[src/rtl/fetch_unit.sv]
// Instruction-fetch front end: owns the PC, runs the IMEM req/ack handshake and
// keeps one fetched instruction plus its PC+1 for the fetch/decode register.
//
// state | meaning
// BOOT  | first cycle out of reset, no request issued
// READY | no request outstanding; fetch when the output slot is free
// BUSY  | request outstanding, its data will fill the buffer
// DROP  | request outstanding but squashed by a redirect; data is discarded
module fetch_unit #(
    parameter logic [31:0] RESET_PC = 32'h0000_0000
) (
    input  logic        CLK,
    input  logic        RSTN,
    input  logic        StallF,
    input  logic        BranchD,
    input  logic [31:0] BranchTargetD,
    output logic        IMemReq,
    output logic [31:0] IMemAddr,
    input  logic        IMemAck,
    input  logic [31:0] IMemRData,
    output logic [31:0] PCp1F,
    output logic [31:0] InstrF,
    output logic        ValidF
);

    typedef enum logic [1:0] {
        BOOT  = 2'd0,
        READY = 2'd1,
        BUSY  = 2'd2,
        DROP  = 2'd3
    } state_t;

    state_t      state;
    state_t      state_nxt;

    logic [31:0] pc;
    logic [31:0] pc_nxt;
    logic [31:0] req_addr;
    logic [31:0] req_addr_nxt;
    logic [31:0] instr;
    logic [31:0] instr_nxt;
    logic [31:0] pcp1;
    logic [31:0] pcp1_nxt;
    logic        valid;
    logic        valid_nxt;

    logic        req_c;
    logic [31:0] addr_c;
    logic        take;
    logic        slot_free;
    logic [31:0] pc_inc;
    logic [31:0] req_inc;

    assign take      = valid & ~StallF;
    assign slot_free = ~valid | take;
    assign pc_inc    = pc + 32'd1;
    assign req_inc   = req_addr + 32'd1;

    // Reset gates the request directly so an abandoned transfer stops at once.
    assign IMemReq  = req_c & RSTN;
    assign IMemAddr = addr_c;
    assign PCp1F    = pcp1;
    assign InstrF   = instr;
    assign ValidF   = valid;

    always_ff @(posedge CLK or negedge RSTN) begin
        if (!RSTN) begin
            state    <= BOOT;
            pc       <= RESET_PC;
            req_addr <= 32'd0;
            instr    <= 32'd0;
            pcp1     <= 32'd0;
            valid    <= 1'b0;
        end else begin
            state    <= state_nxt;
            pc       <= pc_nxt;
            req_addr <= req_addr_nxt;
            instr    <= instr_nxt;
            pcp1     <= pcp1_nxt;
            valid    <= valid_nxt;
        end
    end

    always_comb begin
        state_nxt    = state;
        pc_nxt       = pc;
        req_addr_nxt = req_addr;
        instr_nxt    = instr;
        pcp1_nxt     = pcp1;
        valid_nxt    = valid;
        req_c        = 1'b0;
        addr_c       = pc;

        unique case (state)
            BOOT: begin
                state_nxt = READY;
                if (BranchD) begin
                    pc_nxt = BranchTargetD;
                end
            end

            READY: begin
                if (BranchD) begin
                    pc_nxt    = BranchTargetD;
                    valid_nxt = 1'b0;
                end else if (slot_free) begin
                    req_c        = 1'b1;
                    addr_c       = pc;
                    req_addr_nxt = pc;
                    if (IMemAck) begin
                        instr_nxt = IMemRData;
                        pcp1_nxt  = pc_inc;
                        valid_nxt = 1'b1;
                        pc_nxt    = pc_inc;
                    end else begin
                        if (take) begin
                            valid_nxt = 1'b0;
                        end
                        state_nxt = BUSY;
                    end
                end
            end

            BUSY: begin
                req_c  = 1'b1;
                addr_c = req_addr;
                if (BranchD) begin
                    pc_nxt    = BranchTargetD;
                    state_nxt = IMemAck ? READY : DROP;
                end else if (IMemAck) begin
                    instr_nxt = IMemRData;
                    pcp1_nxt  = req_inc;
                    valid_nxt = 1'b1;
                    pc_nxt    = req_inc;
                    state_nxt = READY;
                end
            end

            DROP: begin
                req_c  = 1'b1;
                addr_c = req_addr;
                if (BranchD) begin
                    pc_nxt = BranchTargetD;
                end
                if (IMemAck) begin
                    state_nxt = READY;
                end
            end

            default: begin
                state_nxt = BOOT;
            end
        endcase
    end

endmodule

[config.mk]
export PLATFORM = sky130hd
export DESIGN_NAME = fetch_unit
export DESIGN_NICKNAME = d
export VERILOG_FILES = /design/src/rtl/fetch_unit.sv
export SDC_FILE = /design/constraint.sdc
export NUM_CORES = 1
export LEC_CHECK = 0
export BUFFER_PORTS_ARGS = -buffer_cell sky130_fd_sc_hd__buf_2
export CAP_MARGIN = 20
export CORE_UTILIZATION = 30
export DETAILED_ROUTE_END_ITERATION = 12
export MAX_ROUTING_LAYER = met4
export PLACE_DENSITY_LB_ADDON = 0.05
export SYNTH_ARGS = -nofsm -noshare
export SYNTH_HDL_FRONTEND = slang
export SYNTH_SLANG_ARGS = --single-unit
[constraint.sdc]
create_clock -name CLK -period 3.1 [get_ports CLK]
set_clock_uncertainty 0.05 [all_clocks]
set_input_delay 0.155 -clock CLK [delete_from_list [all_inputs] [get_ports CLK]]
set_output_delay 0.155 -clock CLK [all_outputs]
set_load 0.03 [all_outputs]
== Yosys cells after proc, flatten, opt, wreduce, memory -nomap -nowiden ==
Cells that the tools add are included.

* Register bits: 131
* Word-level logic and storage cells: 71
* Bits of input ports: 69

* $add $sub $neg: 2
* Bitwise operators: 6
* Multiplexer cells: 33
* Reduce and logical (&&, ||, !) cells: 10
* Eq/ne operators: 14

{| class="wikitable"
|+ Operators by type and width
! kind !! number
|-
| 32-bit two-way mux || 13
|-
| 32-bit case mux with 2 select lines || 2
|-
| 32-bit case mux with 3 select lines || 1
|-
| 32-bit by 1-bit adder with 32-bit output (second input constant) || 2
|-
| 2-bit two-way mux || 6
|-
| 2-bit != test (second input constant) || 6
|-
| 3-bit != test (second input constant) || 3
|-
| 1-bit two-way mux || 8
|-
| 2-bit case mux with 4 select lines || 1
|-
| 4-bit AND reduction || 2
|-
| 3-bit AND reduction || 2
|-
| 6-bit AND reduction || 1
|-
| 5-bit AND reduction || 1
|-
| 2-bit equality test (second input constant) || 2
|-
| 4-bit != test (second input constant) || 1
|-
| 1-bit case mux with 2 select lines || 2
|-
| 2-bit OR reduction || 2
|-
| 1-bit inverter || 3
|-
| 1-bit bitwise AND || 2
|-
| 2-bit by 1-bit equality test with 1-bit output (second input constant) || 1
|-
| 2-bit logical NOT || 1
|-
| 2-bit by 1-bit != test with 1-bit output (second input constant) || 1
|-
| 2-bit nonzero test || 1
|-
| 1-bit bitwise OR || 1
|}

== Logic depth before layout (Yosys ltp) ==
Gate-level depths: netlist of the first run.

* Word-level depth: 7
* Gate-level depth with buffers: 12
* Mapped depth without buffers: 8

== Least setup slack after synthesis of the first run ==
Ideal clock, no wire load.

* Path kind: reg2reg
* Start: reg state[1]
* End: reg pc[23]
* Data arrival time: 2638 ps
* Clock period less this slack: 2817 ps
* Cell stages (with the launch flop): 13
* Buffers on the path: 5
* Setup slack: 283 ps
* Cell sequence: dfrtp_1 -> clkbuf_1 -> clkbuf_1 -> inv_1 -> ha_1 -> clkbuf_1 -> o2bb2ai_1 -> and2_1 -> clkbuf_1 -> clkbuf_1 -> a21oi_1 -> o31ai_1 -> a211oi_1

* Longest elaborated chain between the ends: 4

{| class="wikitable"
|+ RTL lines
! item !! RTL line !! RTL
|-
| start, declared || 33 || <nowiki>state_t state;</nowiki>
|-
| start signal, assigned || 75 || <nowiki>state <= state_nxt;</nowiki>
|-
| 2-bit equality test / 2-bit logical NOT (equally long branches) || 94 || <nowiki>unique case (state)</nowiki>
|-
| 2-bit OR reduction (no source line) || - ||
|-
| 2-bit by 1-bit != test with 1-bit output (no source line) || - ||
|-
| 4-bit AND reduction (no source line) || - ||
|-
| end signal, assigned || 76 || <nowiki>pc <= pc_nxt;</nowiki>
|-
| end, declared || 36 || <nowiki>logic [31:0] pc;</nowiki>
|}

Parallel ways exist; a longest one is shown, timed or not.
A chain may end at the register's enable or synchronous reset.

== Worst setup path in the final report of the first run ==
* Start: reg pc[11]
* End: reg pc[22]

* Longest elaborated chain between the ends: 5

{| class="wikitable"
|+ RTL lines
! item !! RTL line !! RTL
|-
| 32-bit by 1-bit adder with 32-bit output || 56 || <nowiki>assign pc_inc = pc + 32'd1;</nowiki>
|-
| 32-bit two-way mux || 110 || <nowiki>if (IMemAck) begin</nowiki>
|-
| 32-bit two-way mux || 106 || <nowiki>end else if (slot_free) begin</nowiki>
|-
| 32-bit two-way mux || 103 || <nowiki>if (BranchD) begin</nowiki>
|-
| 32-bit case mux with 3 select lines || 94 ||
|}

Every way passes these cells. The select of a mux whose other input is x is not followed.

==> results.sh, run 1 <==
export IMPL_io_pins=167
export IMPL_synth_cells=907
export IMPL_critPathMaxFanout=10
export IMPL_worstSetupStartpointType="flip-flop"
export IMPL_fin_crit_sh_pct=91.1
export IMPL_drc=0
export IMPL_utilization_pct=39.6
export IMPL_path_clk_slew_ns=0.07
export IMPL_cts_buffers=17
export IMPL_finalSetupViolCount=0
export IMPL_die_w_um=165
export IMPL_cts_buffer_depth=2
export IMPL_status="completed"
export IMPL_fmax_mhz=354
export IMPL_synth_edff_count=0
export IMPL_max_vdd_ir_drop_mv=0.516
export IMPL_first_global_vias=7427
export IMPL_gp_congestion=0.871
export IMPL_yosysUniqueCellTypes=62
export IMPL_hpwlAfterDp_mm=21.5
export IMPL_synth_nets=983
export IMPL_synthTopCellsByCount="nand2_1, dfrtp_1, mux2_2, nor2_1, clkbuf_1"
export IMPL_dr_pass1_iters=8
export IMPL_dpl_cell_count=1373
export IMPL_diodes=0
export IMPL_port_buffers=166
export IMPL_finalHoldViolations=0
export IMPL_synthArstFlopShare_pct=100
export IMPL_synth_warnings=0
export IMPL_power_mw=12.5
export IMPL_die_h_um=165
export IMPL_drtAntennaViolNets=0
export IMPL_max_slew_margin_pct=43.5
export IMPL_area_growth_pct=29.3
export IMPL_vias=7647
export IMPL_dominantRegCellSynth="dfrtp_1"
export IMPL_grt_pass1_wl_mm=45.3
export IMPL_leakagePower_nw=4.64
export IMPL_fin_nets=1179
export IMPL_h_tree_depth=4
export IMPL_fin_crit_ns=2.82
export IMPL_clock_latency_ns=0.43
export IMPL_crit_type="reg -> reg"
export IMPL_floorplan_initialDensity_pct=30.6
export IMPL_end_kind="flip-flop"
export IMPL_yosysMostFrequentCell="nand2_1"
export IMPL_avgSynthCellArea_sq_um=8.80
export IMPL_antenna_found_initial=0
export IMPL_rsz0062_at_grt="false"
export IMPL_grt_overflow=0
export IMPL_num_rows=59
export IMPL_tns_ns=0
export IMPL_wl_mm=30.1
export IMPL_coreArea_sq_um=26100
export IMPL_whs_ns=0.0176
export IMPL_synth_top_area_share_pct=41.1
export IMPL_root_buffer="clkbuf_16"
export IMPL_tightest_slew_ns=0.848
export IMPL_synth_seq_area_share_pct=41.1
export IMPL_drv_cap=0
export IMPL_cts_tree="yes"
export IMPL_cts_num_sinks=131
export IMPL_arrival_ns=3.07
export IMPL_postCtsSetupBuffers=0
export IMPL_fp_dieArea_sq_um=27300
export IMPL_viasPerCell=5.27
export IMPL_powerDensity_nw_per_um2=1210
export IMPL_hp_class="in -> reg"
export IMPL_grt_use_total_pct=23.0
export IMPL_final_max_slew_viol_count=0
export IMPL_ys_top_cells_by_area="dfrtp_1, nand2_1, mux2_2"
export IMPL_wl_per_cell_um=20.8
export IMPL_grt_max_degree=71
export IMPL_netlist_area_sq_um=7980
export IMPL_first_iter_violations=698
export IMPL_cts_resized=0
export IMPL_drive_gt1_share_pct=27.8
export IMPL_fin_cells=1451
export IMPL_critPathRequiredTime_ns=3.35
export IMPL_yosysTopAreaCell="dfrtp_1"
export IMPL_synth_seq_cells=131
[per-layer routing]
layer / share of wire [%] / track usage (%) / vias to the layer above / routed length (um)
li1: - / - / 3656 / -
met1: 49 / 32.9 / 3678 / 14800
met2: 44 / 33.9 / 281 / 13100
met3: 5.9 / 3.05 / 32 / 1770
met4: 1.2 / 6.01 / 0 / 372
met5: 0 / - / - / 0
[flip-flops by register name, indices dropped and copies added (netlist names)]
| register | cells |
|---|---|
| InstrF | 32 |
| PCp1F | 32 |
| ValidF | 1 |
| pc | 32 |
| req_addr | 32 |
| state | 2 |
[critical path, cell delays in order (launching register included)]
cell,delay (ns)
dfrtp_1,0.63
and4_2,0.33
nand3_1,0.25
nor4_1,0.74
and4_1,0.35
mux2i_1,0.26
a22oi_1,0.09
[placed cells by master (no fill, tap or decap), types with 5 or more instances in the layout]
master	instances
nand2_1	185
buf_2	165
dfrtp_1	131
mux2_2	58
nor2_1	55
dlygate4sd3_1	46
o21ai_0	42
buf_4	39
a21oi_1	38
nand3_1	34
xnor2_1	33
xor2_1	24
a221oi_1	21
nand4_1	18
nor3_1	17
clkbuf_16	17
o211ai_1	15
a221o_1	13
a211oi_1	13
and3_1	12
nor4_1	11
a31oi_1	9
inv_1	9
mux2i_1	9
and4_1	9
ha_1	7
a22oi_1	5
inv_6	5
[through the flow]
step                      cell area, sq um  setup WS (ns)
after CTS                            10300          0.283
after global placement                9260          0.289
final                                10300          0.275
after floorplan                       7980          0.283
after global routing                 10300          0.198
after detailed placement              9260          0.276
[final timing paths]
| path | startpoint | end | slack [ns] | depth (start not counted) |
|---|---|---|---|---|
| setup / recovery | pc[11]$_DFFE_PN0P_ | pc[22]$_DFFE_PN0P_ | 0.28 | 6 |
| hold / removal | BranchTargetD[6] | pc[6]$_DFFE_PN0P_ | 0.02 | 3 |
| setup reg to reg | pc[11]$_DFFE_PN0P_ | pc[22]$_DFFE_PN0P_ | 0.28 | 6 |
| hold reg to reg | InstrF[12]$_DFFE_PN0P_ | InstrF[12]$_DFFE_PN0P_ | 0.42 | 2 |
| max in group asynchronous | RSTN | pc[27]$_DFFE_PN0P_ | 1.75 | 3 |
| min in group asynchronous | RSTN | InstrF[14]$_DFFE_PN0P_ | 0.19 | 2 |
[area by class of cell]
class / count / area, sq um
fillers: 2678 / 15700
multi-input cells: 688 / 4350
flip-flops and latches: 131 / 3280
repair buffers: 253 / 1630
clock buffers: 17 / 425
well taps: 335 / 419
clock inverters: 15 / 171
inverters: 12 / 45.0
[report_power, final]
group | switching, mW | internal (mW) | total (mW)
clock | 0.906 | 1.21 | 2.12
combinational | 4.34 | 2.44 | 6.78
sequential | 1.04 | 2.52 | 3.56
[logic make-up after synthesis]
logic type | count (synthesis) | share of synthesized area [%]
AND/OR/NAND/NOR | 370 | 21.7
buffers and inverters | 88 | 4.52
flip-flops | 131 | 41.1
adder cells (fa/ha/maj) | 7 | 1.10
XOR/XNOR | 57 | 6.26
multiplexers | 67 | 9.31
AO/OA/AOI/OAI | 187 | 16.1
[what timing repair did]
item | CTS | global route
endpoints found under the setup margin | 0 | 0
hold endpoints to repair | 90 | 0
hold buffers | 46 | 0
(Power assumes the default switching activity.)
==> run 2: changes to the inputs <==
--- a/config.mk
+++ b/config.mk
@@ -5,9 +5,11 @@
 export SDC_FILE = /design/constraint.sdc
 export NUM_CORES = 1
 export LEC_CHECK = 0
+export ABC_AREA = 1
 export BUFFER_PORTS_ARGS = -buffer_cell sky130_fd_sc_hd__buf_2
 export CAP_MARGIN = 20
 export CORE_UTILIZATION = 30
+export CTS_BUF_LIST = sky130_fd_sc_hd__clkbuf_2 sky130_fd_sc_hd__clkbuf_4 sky130_fd_sc_hd__clkbuf_8
 export DETAILED_ROUTE_END_ITERATION = 12
 export MAX_ROUTING_LAYER = met4
 export PLACE_DENSITY_LB_ADDON = 0.05
==> run 2 against run 1 <==
Worst hold slack improved by 0.011 ns. Via count rose by 19%. Synthesized area rose by 6.7%. Total power fell by 3.5%. Sequential power fell by 3%. Sequential cell count did not move. Count of clock-buffer cells in the layout rose by 2. Critical path type unchanged.
==> results.sh, run 2 <==
export IMPL_reg2reg_depth=9
export IMPL_grt_use_total_pct=24.4
export IMPL_synthArstFlopShare_pct=100
export IMPL_worstHoldStart="BranchTargetD[15]"
export IMPL_path_clk_slew_ns=0.08
export IMPL_synthTopCellsByCount="nand2_1, dfrtp_1, nor2_1, nand3_1, o21ai_0"
export IMPL_critPathMaxFanout=23
export IMPL_finalHoldViolations=0
export IMPL_fin_crit_sh_pct=77.3
export IMPL_worstSetupStartpointType="flip-flop"
export IMPL_cts_buffers=17
export IMPL_leakagePower_nw=5.03
export IMPL_tightest_slew_ns=0.718
export IMPL_status="completed"
export IMPL_slowest_delay_ns=0.57
export IMPL_wl_per_cell_um=17.9
export IMPL_critPathBufInv=3
export IMPL_crit_path_top_delay_cell="inv_1"
export IMPL_reg2reg_to="InstrF[15]$_DFFE_PN0P_"
export IMPL_netlist_area_sq_um=8520
export IMPL_num_rows=61
export IMPL_layout_commonest_cell="nand2_1"
export IMPL_synth_seq_area_share_pct=38.5
export IMPL_drc=0
export IMPL_first_iter_violations=745
export IMPL_synth_warnings=0
export IMPL_drtAntennaViolNets=0
export IMPL_r2r_slack_ns=0.70
export IMPL_fmax_mhz=417
export IMPL_crit_type="reg -> reg"
export IMPL_avgSynthCellArea_sq_um=6.63
export IMPL_clock_latency_ns=0.48
export IMPL_fin_nets=1563
export IMPL_powerDensity_nw_per_um2=1110
export IMPL_dominantRegCellSynth="dfrtp_1"
export IMPL_max_slew_margin_pct=52.1
export IMPL_hold_path_endpoint="pc[15]$_DFFE_PN0P_"
export IMPL_die_w_um=170
export IMPL_rsz0062_at_grt="false"
export IMPL_grt_overflow=0
export IMPL_io_pins=167
export IMPL_r2r_start="state[1]$_DFFE_PN0P_"
export IMPL_gp_congestion=0.927
export IMPL_synth_nets=1360
export IMPL_cts_buffer_depth=2
export IMPL_wl_mm=33.6
export IMPL_end_kind="flip-flop"
export IMPL_grt_max_degree=92
export IMPL_synth_cells=1284
export IMPL_vias=9136
export IMPL_port_buffers=166
export IMPL_first_global_vias=8586
export IMPL_drive_gt1_share_pct=17.5
export IMPL_finalSetupViolCount=0
export IMPL_cts_num_sinks=131
export IMPL_die_h_um=170
export IMPL_dr_pass1_iters=6
export IMPL_dpl_cell_count=1784
export IMPL_fin_cells=1877
export IMPL_antenna_found_initial=0
export IMPL_max_vdd_ir_drop_mv=0.508
export IMPL_synth_seq_cells=131
export IMPL_drv_cap=0
export IMPL_arrival_ns=2.76
export IMPL_tns_ns=0
export IMPL_layout_common_cells="nand2_1, buf_2, dfrtp_1"
export IMPL_h_tree_depth=4
export IMPL_synth_top_area_share_pct=38.5
export IMPL_fin_crit_ns=2.40
export IMPL_ys_top_cells_by_area="dfrtp_1, nand2_1, nand3_1"
export IMPL_yosysUniqueCellTypes=40
export IMPL_floorplan_initialDensity_pct=30.6
export IMPL_final_max_slew_viol_count=0
export IMPL_fp_dieArea_sq_um=29100
export IMPL_area_growth_pct=26.6
export IMPL_crit_chain="inv_1 > ha_1 > nand3_1 > o21ai_1 > nor3_2 > inv_1 > buf_4 > nand2_1 > nand2_1"
export IMPL_diodes=0
export IMPL_min_path_cells=5
export IMPL_grt_pass1_wl_mm=51.1
export IMPL_hp_class="in -> reg"
export IMPL_coreArea_sq_um=27900
export IMPL_hpwlAfterDp_mm=24.0
export IMPL_yosysMostFrequentCell="nand2_1"
export IMPL_critPathRequiredTime_ns=3.46
export IMPL_power_mw=12.0
export IMPL_viasPerCell=4.87
export IMPL_synth_edff_count=0
export IMPL_root_buffer="clkbuf_8"
export IMPL_cts_tree="yes"
export IMPL_yosysTopAreaCell="dfrtp_1"
export IMPL_critPathTopFamily="buffers and inverters"
-- run 2: kinds of logic (layout without fill, tap and decap cells) --
| group | after synthesis | in the layout | synth area share (%) |
|---|---|---|---|
| adder cells (fa/ha/maj) | 7 | 7 | 1.03 |
| AO/OA/AOI/OAI | 211 | 211 | 13.3 |
| flip-flops | 131 | 131 | 38.5 |
| XOR/XNOR | 17 | 17 | 1.84 |
| AND/OR/NAND/NOR | 770 | 770 | 38.3 |
| buffers and inverters | 148 | 363 | 7.11 |
-- run 2: power breakdown --
part	switching [mW]	internal [mW]
sequential	0.905	2.55
combinational	4.90	2.04
clock	0.790	0.835
total	6.59	5.42
-- run 2: worst max-delay path by stage --
stage / startpoint / end / cells after the start / slack (ns)
2_1_floorplan: state[1]$_DFFE_PN0P_ / IMemReq / 8 / 0.97
3_3_place_gp: state[1]$_DFFE_PN0P_ / InstrF[20]$_DFFE_PN0P_ / 9 / 0.79
3_5_place_dp: state[1]$_DFFE_PN0P_ / InstrF[14]$_DFFE_PN0P_ / 9 / 0.68
4_1_cts: state[1]$_DFFE_PN0P_ / IMemReq / 7 / 0.67
5_1_grt: state[1]$_DFFE_PN0P_ / InstrF[15]$_DFFE_PN0P_ / 9 / 0.46
6_report: state[1]$_DFFE_PN0P_ / InstrF[15]$_DFFE_PN0P_ / 9 / 0.70
-- run 2: tightest hold or removal path, delay by kind of cell --
family	cells	cell delay (ns)
AO/OA/AOI/OAI	2	0.12
buffers and inverters	1	0.11
AND/OR/NAND/NOR	2	0.13
-- run 2: metal layers --
layer / wire length (um) / global-route usage, % / share of wire [%] / up-vias
met3: 1810 / 3.28 / 5.4 / 35
li1: - / - / - / 4564
met5: 0 / - / 0 / -
met1: 15300 / 32.3 / 45 / 4272
met4: 677 / 7.36 / 2.0 / 0
met2: 15900 / 38.8 / 47 / 265
-- run 2: layout make-up --
cell class / instances / area (sq um)
Inverter: 85 / 322
Sequential cell: 131 / 3280
Clock inverter: 12 / 156
Tap cell: 378 / 473
Multi-Input combinational cell: 1005 / 4650
Fill cell: 3053 / 17100
Timing Repair Buffer: 247 / 1640
Clock buffer: 19 / 262
-- run 2: metrics by stage --
stage / utilization, % / hold slack, ns / worst slack [ns] / area (sq um)
5_1_grt: 38.7 / 0.0552 / 0.461 / 10800
3_5_place_dp: 35.0 / 0.0843 / 0.679 / 9740
6_report: 38.7 / 0.0288 / 0.703 / 10800
2_1_floorplan: - / -0.191 / 0.968 / 8520
4_1_cts: 38.7 / 0.00210 / 0.668 / 10800
3_3_place_gp: 35.0 / 0.0894 / 0.788 / 9740
-- run 2: timing repair --
item                      4_1_cts  5_1_grt
hold buffers                   62        0
setup buffers                   0        0
gates resized for setup         0        0
hold endpoints to repair      102        0
==> run 3: changes to the inputs <==
--- a/config.mk
+++ b/config.mk
@@ -5,7 +5,7 @@
 export SDC_FILE = /design/constraint.sdc
 export NUM_CORES = 1
 export LEC_CHECK = 0
-export ABC_AREA = 1
+export ABC_AREA = 0
 export BUFFER_PORTS_ARGS = -buffer_cell sky130_fd_sc_hd__buf_2
 export CAP_MARGIN = 20
 export CORE_UTILIZATION = 30
==> constraint.sdc (replaced) <==
create_clock -name CLK -period 2.33 [get_ports CLK]
set_clock_uncertainty 0.05 [all_clocks]
set_input_delay 0.1165 -clock CLK [delete_from_list [all_inputs] [get_ports CLK]]
set_output_delay 0.1165 -clock CLK [all_outputs]
set_load 0.03 [all_outputs]
==> run 3 against run 2 <==
Combinational power increased by 54%. Utilization grew 3.7 points. Sequential power up 25%. Critical endpoint is now IMemAddr[31]. Largest power group unchanged.
==> results.sh, run 3 (same netlist as run 1, synthesis figures left out) <==
export IMPL_grt_use_total_pct=23.8
export IMPL_fin_nets=1267
export IMPL_arrival_ns=2.14
export IMPL_first_global_vias=7649
export IMPL_path_depth=6
export IMPL_critPathBufInv=3
export IMPL_power_mw=17.3
export IMPL_drive_gt1_share_pct=33.5
export IMPL_cts_buffers=17
export IMPL_grt_max_degree=94
export IMPL_p_seq_share_pct=24.9
export IMPL_io_pins=167
export IMPL_critPathMaxFanout=28
export IMPL_crit_chain="ha_1 > buf_12 > nor2_2 > buf_4 > mux2_2 > buf_2"
export IMPL_utilization_pct=42.4
export IMPL_finalHoldViolations=0
export IMPL_crit_type="reg -> out"
export IMPL_diodes=0
export IMPL_die_w_um=165
export IMPL_max_slew_margin_pct=60.3
export IMPL_dr_pass1_iters=5
export IMPL_r2r_start="state[1]$_DFFE_PN0P_"
export IMPL_fmax_mhz=434
export IMPL_wl_mm=30.7
export IMPL_leakagePower_nw=5.05
export IMPL_p_switching_mw=8.67
export IMPL_pwr_share_comb_pct=61.6
export IMPL_clockPowerShare_pct=13.5
export IMPL_viasPerCell=5.09
export IMPL_grt_overflow=0
export IMPL_slowest_delay_ns=0.42
export IMPL_startpoint="state[1]$_DFFE_PN0P_"
export IMPL_critPathRequiredTime_ns=2.16
export IMPL_cts_num_sinks=131
export IMPL_setup_slack_ns=0.0271
export IMPL_fin_cells=1539
export IMPL_dpl_cell_count=1446
export IMPL_layout_commonest_cell="nand2_1"
export IMPL_critPathTopFamily="buffers and inverters"
export IMPL_drv_cap=0
export IMPL_rsz0062_at_grt="true"
export IMPL_cts_buffer_depth=2
export IMPL_antenna_found_initial=0
export IMPL_finalSetupViolCount=0
export IMPL_drtAntennaViolNets=0
export IMPL_root_buffer="clkbuf_8"
export IMPL_crit_path_top_delay_cell="dfrtp_1"
export IMPL_reg2reg_depth=7
export IMPL_fin_crit_sh_pct=98.8
export IMPL_final_max_slew_viol_count=0
export IMPL_area_growth_pct=38.4
export IMPL_fp_dieArea_sq_um=27300
export IMPL_internal_power_mw=8.66
export IMPL_cts_tree="yes"
export IMPL_gp_congestion=0.877
export IMPL_reg2reg_to="pc[26]$_DFFE_PN0P_"
export IMPL_hpwlAfterDp_mm=22.4
export IMPL_tightest_slew_ns=0.596
export IMPL_max_vdd_ir_drop_mv=0.665
export IMPL_fin_crit_ns=2.30
export IMPL_end_kind="output port"
export IMPL_floorplan_initialDensity_pct=30.6
export IMPL_coreArea_sq_um=26100
export IMPL_netSwitchingFraction_pct=50.0
export IMPL_first_iter_violations=590
export IMPL_place_worst_setup_slack_ns=0.0276
export IMPL_num_rows=59
export IMPL_vias=7834
export IMPL_wl_per_cell_um=20.0
export IMPL_drc=0
export IMPL_h_tree_depth=4
export IMPL_layout_common_cells="nand2_1, buf_2, dfrtp_1"
export IMPL_postCtsSetupBuffers=0
export IMPL_grt_pass1_wl_mm=46.6
export IMPL_port_buffers=166
export IMPL_status="completed"
export IMPL_tns_ns=0
export IMPL_multi_input_area_sq_um=4420
export IMPL_hp_class="in -> reg"
export IMPL_clock_latency_ns=0.46
export IMPL_path_clk_slew_ns=0.09
export IMPL_crit_end="IMemAddr[31]"
export IMPL_worstSetupStartpointType="flip-flop"
export IMPL_ff_latch_area_sq_um=3280
export IMPL_die_h_um=165
export IMPL_r2r_slack_ns=0.12
export IMPL_powerDensity_nw_per_um2=1570
export IMPL_n_fill_cell=2667
## run 3: changes by cell type in the layout (fill, tap and decap cells not counted), moves of 20 or more
cell,change
nand3_1,-61
xnor2_1,+25
a21oi_1,-29
mux2_2,+58
o21ai_0,-38
nand2_1,-314
o21ai_1,-21
inv_1,-67
a31oi_1,-20
nor2_1,-67
a221oi_1,+21
buf_4,+88
## run 3: power groups by stage
stage                     registers (mW)  logic (mW)  clock network (mW)
after floorplan                     5.06        5.70                   0
after global placement              4.31        10.5                   0
after detailed placement            4.34        10.5                   0
after CTS                           4.29        10.6                2.41
after global routing                4.48        11.5                2.49
final                               4.31        10.7                2.34
## run 3: final cells by class
type | instances | area share, %
Multi-Input combinational cell | 688 | 40.0
Sequential cell | 131 | 29.7
Timing Repair Buffer | 341 | 21.9
Tap cell | 335 | 3.80
Clock buffer | 17 | 2.12
Clock inverter | 15 | 1.99
Inverter | 12 | 0.419
## run 3: worst min path at each step
| stage | depth (start not counted) | startpoint | to |
|---|---|---|---|
| detailed placement | 1 | RSTN | PCp1F[3]$_DFFE_PN0P_ |
| floorplan | 0 | RSTN | InstrF[0]$_DFFE_PN0P_ |
| global route | 4 | BranchTargetD[7] | pc[7]$_DFFE_PN0P_ |
| CTS | 3 | BranchTargetD[28] | pc[28]$_DFFE_PN0P_ |
| finish | 4 | BranchTargetD[7] | pc[7]$_DFFE_PN0P_ |
| global placement | 1 | RSTN | PCp1F[5]$_DFFE_PN0P_ |
## run 3: worst register-to-register path, cell delays in order, from the launching register on
cell and delay (ns):
dfrtp_1 0.42, ha_1 0.23, nor2b_1 0.15, o2bb2ai_2 0.27, nand2_4 0.14, or4_2 0.66
o221ai_1 0.10, nor3_1 0.08
## run 3: repair_timing
action,in CTS,in global routing
resized for setup,1,20
hold buffers,61,0
pin swaps,0,1
endpoints found under the hold margin,97,0
setup endpoints to repair,1,28
## run 3: metrics by stage
| step | hold WS [ns] | area (sq um) |
|---|---|---|
| 4_1_cts | 0.00644 | 11000 |
| 3_3_place_gp | 0.0249 | 9900 |
| 5_1_grt | 0.0206 | 11000 |
| 3_5_place_dp | 0.0239 | 9900 |
| 2_1_floorplan | -0.229 | 8010 |
| 6_report | 0.0254 | 11000 |
## run 3: metal layers
layer	up-vias	global-route usage [%]	wire (um)
met5	-	-	0
met4	0	6.67	553
met3	35	3.72	1890
met2	276	33.7	12900
met1	3690	34.8	15400
li1	3833	-	-
